===== src/rtl/layer_write_arbiter.sv =====
// Round-robin arbiter for the shared draw-layer write port, plus a full-layer clear sequencer
// that is built only when LAYER_ARB_CLEAR_EN is defined.
`ifndef COLOR_WIDTH
`define COLOR_WIDTH 4
`endif
`ifndef COLOR_NONE
`define COLOR_NONE {(`COLOR_WIDTH){1'b1}}
`endif

module layer_write_arbiter #(
    parameter int unsigned WIDTH      = 640,
    parameter int unsigned HEIGHT     = 480,
    parameter int unsigned NUM_REQ    = 4,
    parameter int unsigned NUM_LAYERS = 4,
    localparam int unsigned XW = $clog2(WIDTH),
    localparam int unsigned YW = $clog2(HEIGHT),
    localparam int unsigned LW = $clog2(NUM_LAYERS),
    localparam int unsigned CW = `COLOR_WIDTH
) (
    input  logic                  clk,
    input  logic                  reset,
    input  logic [NUM_REQ-1:0]    req_valid,
    output logic [NUM_REQ-1:0]    req_ready,
    input  logic [NUM_REQ*XW-1:0] req_x,
    input  logic [NUM_REQ*YW-1:0] req_y,
    input  logic [NUM_REQ*LW-1:0] req_layer,
    input  logic [NUM_REQ*CW-1:0] req_color,
    input  logic                  clear_start,
    input  logic [LW-1:0]         clear_layer,
    output logic                  clear_busy,
    output logic                  clear_done,
    output logic                  wr_en,
    output logic [LW-1:0]         wr_layer,
    output logic [XW-1:0]         wr_x,
    output logic [YW-1:0]         wr_y,
    output logic [CW-1:0]         wr_color
);
    localparam int unsigned IW = $clog2(NUM_REQ);

    typedef enum logic {StArb, StClear} state_e;

    state_e        state_q, state_d;
    logic [IW-1:0] ptr_q, ptr_d;
    logic [XW-1:0] cx_q, cx_d;
    logic [YW-1:0] cy_q, cy_d;
    logic [LW-1:0] clr_layer_q, clr_layer_d;
    logic          wr_en_q, wr_en_d;
    logic [LW-1:0] wr_layer_q, wr_layer_d;
    logic [XW-1:0] wr_x_q, wr_x_d;
    logic [YW-1:0] wr_y_q, wr_y_d;
    logic [CW-1:0] wr_color_q, wr_color_d;

    logic          clear_go;
    logic [LW-1:0] clear_layer_in;
    logic          in_clear;
    logic          clear_last;
    logic          found;

    assign clear_last = (32'(cx_q) == WIDTH - 1) && (32'(cy_q) == HEIGHT - 1);

    always_comb begin
        state_d     = state_q;
        ptr_d       = ptr_q;
        cx_d        = cx_q;
        cy_d        = cy_q;
        clr_layer_d = clr_layer_q;
        wr_en_d     = 1'b0;
        wr_layer_d  = wr_layer_q;
        wr_x_d      = wr_x_q;
        wr_y_d      = wr_y_q;
        wr_color_d  = wr_color_q;
        req_ready   = '0;
        found       = 1'b0;
        unique case (state_q)
            StArb: begin
                if (clear_go) begin
                    state_d     = StClear;
                    cx_d        = '0;
                    cy_d        = '0;
                    clr_layer_d = clear_layer_in;
                end else begin
                    // Search at/after the pointer first, then wrap to the indices below it.
                    for (int unsigned i = 0; i < NUM_REQ; i++) begin
                        if (!found && req_valid[i] && i >= 32'(ptr_q)) begin
                            found        = 1'b1;
                            req_ready[i] = 1'b1;
                        end
                    end
                    for (int unsigned i = 0; i < NUM_REQ; i++) begin
                        if (!found && req_valid[i]) begin
                            found        = 1'b1;
                            req_ready[i] = 1'b1;
                        end
                    end
                    for (int unsigned i = 0; i < NUM_REQ; i++) begin
                        if (req_ready[i]) begin
                            ptr_d      = IW'((i + 1) % NUM_REQ);
                            wr_x_d     = req_x[i*XW +: XW];
                            wr_y_d     = req_y[i*YW +: YW];
                            wr_layer_d = req_layer[i*LW +: LW];
                            wr_color_d = req_color[i*CW +: CW];
                            // Out-of-range targets are still granted but never written.
                            wr_en_d    = (32'(req_x[i*XW +: XW]) < WIDTH)
                                      && (32'(req_y[i*YW +: YW]) < HEIGHT)
                                      && (32'(req_layer[i*LW +: LW]) < NUM_LAYERS);
                        end
                    end
                end
            end
            StClear: begin
                if (clear_last) begin
                    state_d = StArb;
                end else if (32'(cx_q) == WIDTH - 1) begin
                    cx_d = '0;
                    cy_d = cy_q + 1'b1;
                end else begin
                    cx_d = cx_q + 1'b1;
                end
            end
            default: state_d = StArb;
        endcase
    end

    always_ff @(posedge clk) begin
        if (reset) begin
            state_q     <= StArb;
            ptr_q       <= '0;
            cx_q        <= '0;
            cy_q        <= '0;
            clr_layer_q <= '0;
            wr_en_q     <= 1'b0;
            wr_layer_q  <= '0;
            wr_x_q      <= '0;
            wr_y_q      <= '0;
            wr_color_q  <= '0;
        end else begin
            state_q     <= state_d;
            ptr_q       <= ptr_d;
            cx_q        <= cx_d;
            cy_q        <= cy_d;
            clr_layer_q <= clr_layer_d;
            wr_en_q     <= wr_en_d;
            wr_layer_q  <= wr_layer_d;
            wr_x_q      <= wr_x_d;
            wr_y_q      <= wr_y_d;
            wr_color_q  <= wr_color_d;
        end
    end

`ifdef LAYER_ARB_CLEAR_EN
    assign clear_go       = clear_start;
    assign clear_layer_in = clear_layer;
    assign in_clear       = (state_q == StClear);
    assign clear_busy     = in_clear;
    assign clear_done     = in_clear && clear_last;
`else
    logic unused_clear;
    assign unused_clear   = clear_start ^ (^clear_layer);
    assign clear_go       = 1'b0;
    assign clear_layer_in = '0;
    assign in_clear       = 1'b0;
    assign clear_busy     = 1'b0;
    assign clear_done     = 1'b0;
`endif

    // The clear sweep drives the port straight from its counters.
    assign wr_en    = in_clear | wr_en_q;
    assign wr_layer = in_clear ? clr_layer_q : wr_layer_q;
    assign wr_x     = in_clear ? cx_q : wr_x_q;
    assign wr_y     = in_clear ? cy_q : wr_y_q;
    assign wr_color = in_clear ? CW'(`COLOR_NONE) : wr_color_q;

endmodule


===== config.mk =====
export PLATFORM = sky130hd
export DESIGN_NAME = layer_write_arbiter
export DESIGN_NICKNAME = d
export VERILOG_FILES = /design/src/rtl/layer_write_arbiter.sv
export SDC_FILE = /design/constraint.sdc
export NUM_CORES = 1
export LEC_CHECK = 0
export CORE_MARGIN = 1
export CORE_UTILIZATION = 30
export CTS_BUF_LIST = sky130_fd_sc_hd__clkbuf_4
export DETAILED_ROUTE_END_ITERATION = 16
export PLACE_DENSITY = 0.6
export SKIP_LAST_GASP = 1
export SYNTH_ARGS = -nofsm -noshare
export SYNTH_HDL_FRONTEND = slang
export SYNTH_SLANG_ARGS = --single-unit

===== constraint.sdc =====
create_clock -name clk -period 4.9 [get_ports clk]
set_input_delay 0.98 -clock clk [delete_from_list [all_inputs] [get_ports clk]]
set_output_delay 0.98 -clock clk [all_outputs]
set_load 0.01 [all_outputs]

Word-level counts from Yosys, hierarchy flattened
Cells that the tools add are included.
{ "op_classes": {"bitwise": 1, "n_lt_le_gt_ge": 11, "n_eq_ne": 4, "n_addsub": 2, "n_reduce_logical": 27, "muxes": 58} }
{ "op_table": {"columns": ["cell", "count"], "rows": [
  ["two-way mux 10 bit", 7],
  ["two-way mux 9 bit", 7],
  ["< comparator 10 bit (second input constant)", 4],
  ["< comparator 9 bit (second input constant)", 4],
  ["two-way mux 1 bit", 30],
  ["two-way mux 4 bit", 5],
  ["two-way mux 2 bit", 8],
  ["logical AND 1 bit", 15],
  ["adder 10 x 1 -> 10 bit (second input constant)", 1],
  ["== test 10 bit (second input constant)", 1],
  ["adder 9 x 1 -> 9 bit (second input constant)", 1],
  ["== test 9 bit (second input constant)", 1],
  ["logical NOT 1 bit", 7],
  ["greater-or-equal comparator 1 x 2 -> 1 bit (first input constant)", 2],
  ["AND reduction 2 bit", 2],
  ["nonzero test 4 bit", 1],
  ["AND reduction 3 bit", 1],
  ["greater-or-equal comparator 2 bit (first input constant)", 1],
  ["inequality test 2 x 1 -> 1 bit (second input constant)", 1],
  ["inequality test 2 bit (second input constant)", 1],
  ["case mux 1 bit (2 select lines)", 1],
  ["OR reduction 2 bit", 1],
  ["inverter 1 bit", 1]
]} }
{ "word_totals": {"output_inout_bits": 32, "reg_bits": 48, "input_bits": 109} }

Longest topological paths before layout
{ "logic_depth": {"ltp_word": 36, "ltp_mapped": 7} }

Worst setup path after synthesis
No wires, ideal clock.
{ "synth_path": {"kind": "input to output", "startpoint": "input port req_valid[0]", "endpoint": "output port req_ready[3]", "path_buffers": 1, "setup_slack_ps": 2158, "stages": 5, "arrival_time_ps": 1762, "t_required_ps": 3920, "cell_sequence": "nor2b_1 > o21bai_1 > nand3_1 > buf_2 > nor2_1"} }
{ "synth_between": {"elab_chain_len": 34, "word_cells_on_any_way": 35, "classes_between": "mux: 18; reduce/logical: 17"} }
{ "synth_rtl": {"columns": ["item", "line_no", "rtl"], "rows": [
  ["start: declaration", "22", "input logic [NUM_REQ-1:0] req_valid,"],
  ["logical AND 1 bit", "84", "if (!found && req_valid[i] && i >= 32'(ptr_q)) begin"],
  ["two-way mux 1 bit", "84", null],
  ["two-way mux 1 bit", "74", "unique case (state_q)"],
  ["logical NOT 1 bit", "84", null],
  ["logical AND 1 bit (2 in a row)", "84", null],
  ["two-way mux 1 bit", "84", null],
  ["two-way mux 1 bit", "74", null],
  ["logical NOT 1 bit", "84", null],
  ["[... 17 more ...]", null, null],
  ["logical AND 1 bit", "90", "if (!found && req_valid[i]) begin"],
  ["two-way mux 1 bit", "90", null],
  ["two-way mux 1 bit", "74", null],
  ["logical NOT 1 bit", "90", null],
  ["logical AND 1 bit", "90", null],
  ["two-way mux 1 bit *", "90", null],
  ["two-way mux 1 bit *", "74", null],
  ["two-way mux 4 bit *", "74", null],
  ["end: declaration", "23", "output logic [NUM_REQ-1:0] req_ready,"]
]} }
Every way passes the cells marked *; elsewhere a longest branch is shown, timed or not. The select of a mux whose other input is x is not followed.

Final worst setup path
Ends and elaborated chain as after synthesis.

==> flow_metrics.tcl <==
set metrics [dict create \
    critPathBufInv 2 \
    switching_share 0.303 \
    peakVddDrop_v 0.000153 \
    cp-end-kind "primary output" \
    synth_area_leader_cell "dfxtp_1" \
    max_slew.worst_pin.slew_ns 1.11 \
    synth_flop_cell "dfxtp_1" \
    crit_chain "clkdlybuf4s50_1, nor2b_1, o21bai_1, nand3_2, nor2_1, clkdlybuf4s50_1" \
    htree_levels 2 \
    core_region_area_um2 9370 \
    drc 0 \
    tns_ns 0 \
    routed_via_density 5.46 \
    synth_area_leaders "dfxtp_1 (33%), a221oi_2 (10%), o2111ai_1 (7.4%)" \
    clkSlewWorstSetupHoldPaths_ns 0.16 \
    ys_seq_elements 48 \
    grt_start_max_net_pins 52 \
    drt_pass1_iterations 4 \
    portBuffers 135 \
    setup_slack_ns 1.21 \
    critPathMaxFanout 8 \
    postRouteWirelength_mm 10.0 \
    die_w_um 101 \
    grt-ovfl-total 0 \
    yosysSeqAreaShare 0.326 \
    start_kind "primary input" \
    whs_ns 0.492 \
    wl_met3_um 933 \
    start_util 0.315 \
    layout_commonest_cell "clkdlybuf4s50_1" \
    ctsHoldBuffers 0 \
    period_needed_ns 3.69 \
    worstSetupPathType "in2out" \
    critPathMostFrequentCell "clkdlybuf4s50_1" \
    leakage_nw 1.46 \
    cts_buffers 5 \
    synth_async_sr_flop_share 0 \
    fillCellCount 948 \
    relSlewSlack 0.262 \
    cts_sinks 48 \
    place_congestion 0.758 \
    die_h_um 101 \
    syn_inst 336 \
    yosys.area.top_type_share 0.326 \
    p_sw_mw 0.321 \
    timing.final.crit_share 0.753 \
    rsz0062_at_grt "false" \
    synth_edf_count 0 \
    crit_family "buffers and inverters" \
    fin_skew_ns 0.0196 \
    drive_above_1_share 0.0989 \
    ctsRootBufferMaster "clkbuf_4" \
    fmax_mhz 271 \
    cts_tree "built" \
    avgSynthCellArea_um2 8.78 \
    comb_power_share 0.339 \
    wl_met1_mm 4.23 \
    grt_pass1_wl_mm 15.5 \
    nNetsFinal 565 \
    worst_ep_required_time_ns 3.92 \
    drtAntennaViolNets 0 \
    critPathSlowestCell "clkdlybuf4s50_1" \
    fin_util 0.474 \
    synth_cell_types 53 \
    netlist_area_um2 2950 \
    dp_worst_setup_slack_ns 1.21 \
    setup_violations 0 \
    clk_latency_ns 0.38 \
    drt_first_iter_violations 49 \
    cts_setup_buffers 0 \
    pwr-share-clk 0.237 \
    seq_power_share 0.423 \
    grt_pass1_vias 3057 \
    die-area_um2 10200 \
    powerDensity_nw_per_um2 239 \
    antenna_found_initial 0 \
    cp.arrival_ns 2.71 \
    max-cap-violations 0 \
    hold_viol 0 \
    layout_common_cells "clkdlybuf4s50_1 (135), dfxtp_1 (48), o21ai_0 (34)" \
    top_layer_used "met4" \
    vias 3187 \
    insertedDiodeCount 0 \
    power.internal_mw 0.739 \
    met2_length_mm 4.73 \
    drv_slew 0 \
    cts_buffer_depth 2 \
    grt_usage 0.197 \
    place_hpwl_mm 7.35 \
    ys_warn_count 0 \
    cts_resized 0 \
    cp_slowest_stage_delay_ns 0.56 \
    area_growth_pct 50.6 \
    placementRows 35 \
    wl_per_cell_um 17.1 \
    ios 141 \
    hold_class "reg2reg" \
    outcome "completed" \
]
==> final cells by class <==
class / instances / area [um2] / share of cell area
Sequential cell: 48 / 961 / 0.216
Clock inverter: 2 / 35.0 / 0.00789
Tap cell: 129 / 161 / 0.0363
Inverter: 2 / 7.51 / 0.00169
Clock buffer: 6 / 45.0 / 0.0101
Multi-Input combinational cell: 256 / 1840 / 0.413
Timing Repair Buffer: 141 / 1400 / 0.314
==> tightest hold or removal path: stages, from the launching register on <==
cell and delay (ns):
dfxtp_1 0.34, nand2_1 0.05, o211ai_1 0.07
==> sequential cells by signal, indices dropped and copies added, names as in the netlist <==
name	count
wr_y	9
wr_en	1
cy_q	9
wr_x	10
wr_layer	2
cx_q	10
ptr_q	2
wr_color	4
state_q	1
==> synthesized netlist by cell type, types with 2 or more instances <==
master	n
nor3_2	2
o21ai_1	6
or3_1	7
a21oi_1	11
a221oi_2	20
and3_1	5
inv_1	2
clkbuf_1	12
ha_1	2
xnor2_1	4
o21bai_1	4
and4_1	2
and2_1	3
nand4_1	6
nand3_1	12
xor2_1	2
o2111ai_1	25
o211ai_1	27
dfxtp_1	48
nor2b_1	4
buf_2	11
nor2_1	14
buf_4	8
a31oi_1	3
a221oi_1	5
nand2_1	30
and3b_1	2
o21ai_0	34
==> final timing paths <==
| path | slack, ns | from | end | depth (start not counted) |
|---|---|---|---|---|
| hold / removal | 0.49 | wr_x[9]$_SDFFE_PP0P_ | wr_x[9]$_SDFFE_PP0P_ | 2 |
| hold reg to reg | 0.49 | wr_x[9]$_SDFFE_PP0P_ | wr_x[9]$_SDFFE_PP0P_ | 2 |
| setup / recovery | 1.21 | req_valid[0] | req_ready[3] | 6 |
| setup reg to reg | 2.57 | ptr_q[1]$_SDFFE_PP0P_ | wr_y[0]$_SDFFE_PP0P_ | 5 |
==> per-stage QoR <==
step	cell area (um2)	total power [mW]	cells
floorplan	2950	0.615	337
global placement	4360	0.816	576
detailed placement	4360	0.819	576
CTS	4440	1.07	584
global route	4440	1.12	584
finish	4440	1.06	584
==> routing by layer <==
metal,track usage,up-vias
met4,0.0301,0
met5,0,-
met3,0.0890,9
met2,0.333,104
li1,-,1569
met1,0.232,1505
==> cell families after synthesis <==
kind of cell,synth area share
compound gates,0.405
simple gates,0.178
flops,0.326
buf+inv,0.0569
xor+xnor,0.0178
fa+ha+maj,0.00848
mux,0.00721
other cells,0.00127
==> power groups by stage <==
| stage | Clock (mW) | Combinational [mW] | Sequential [mW] |
|---|---|---|---|
| 6_report | 0.252 | 0.360 | 0.449 |
| 5_1_grt | 0.277 | 0.386 | 0.454 |
| 4_1_cts | 0.257 | 0.363 | 0.449 |
| 3_5_place_dp | 0 | 0.362 | 0.457 |
| 3_3_place_gp | 0 | 0.359 | 0.456 |
| 2_1_floorplan | 0 | 0.147 | 0.468 |
(Power assumes the default switching activity.)
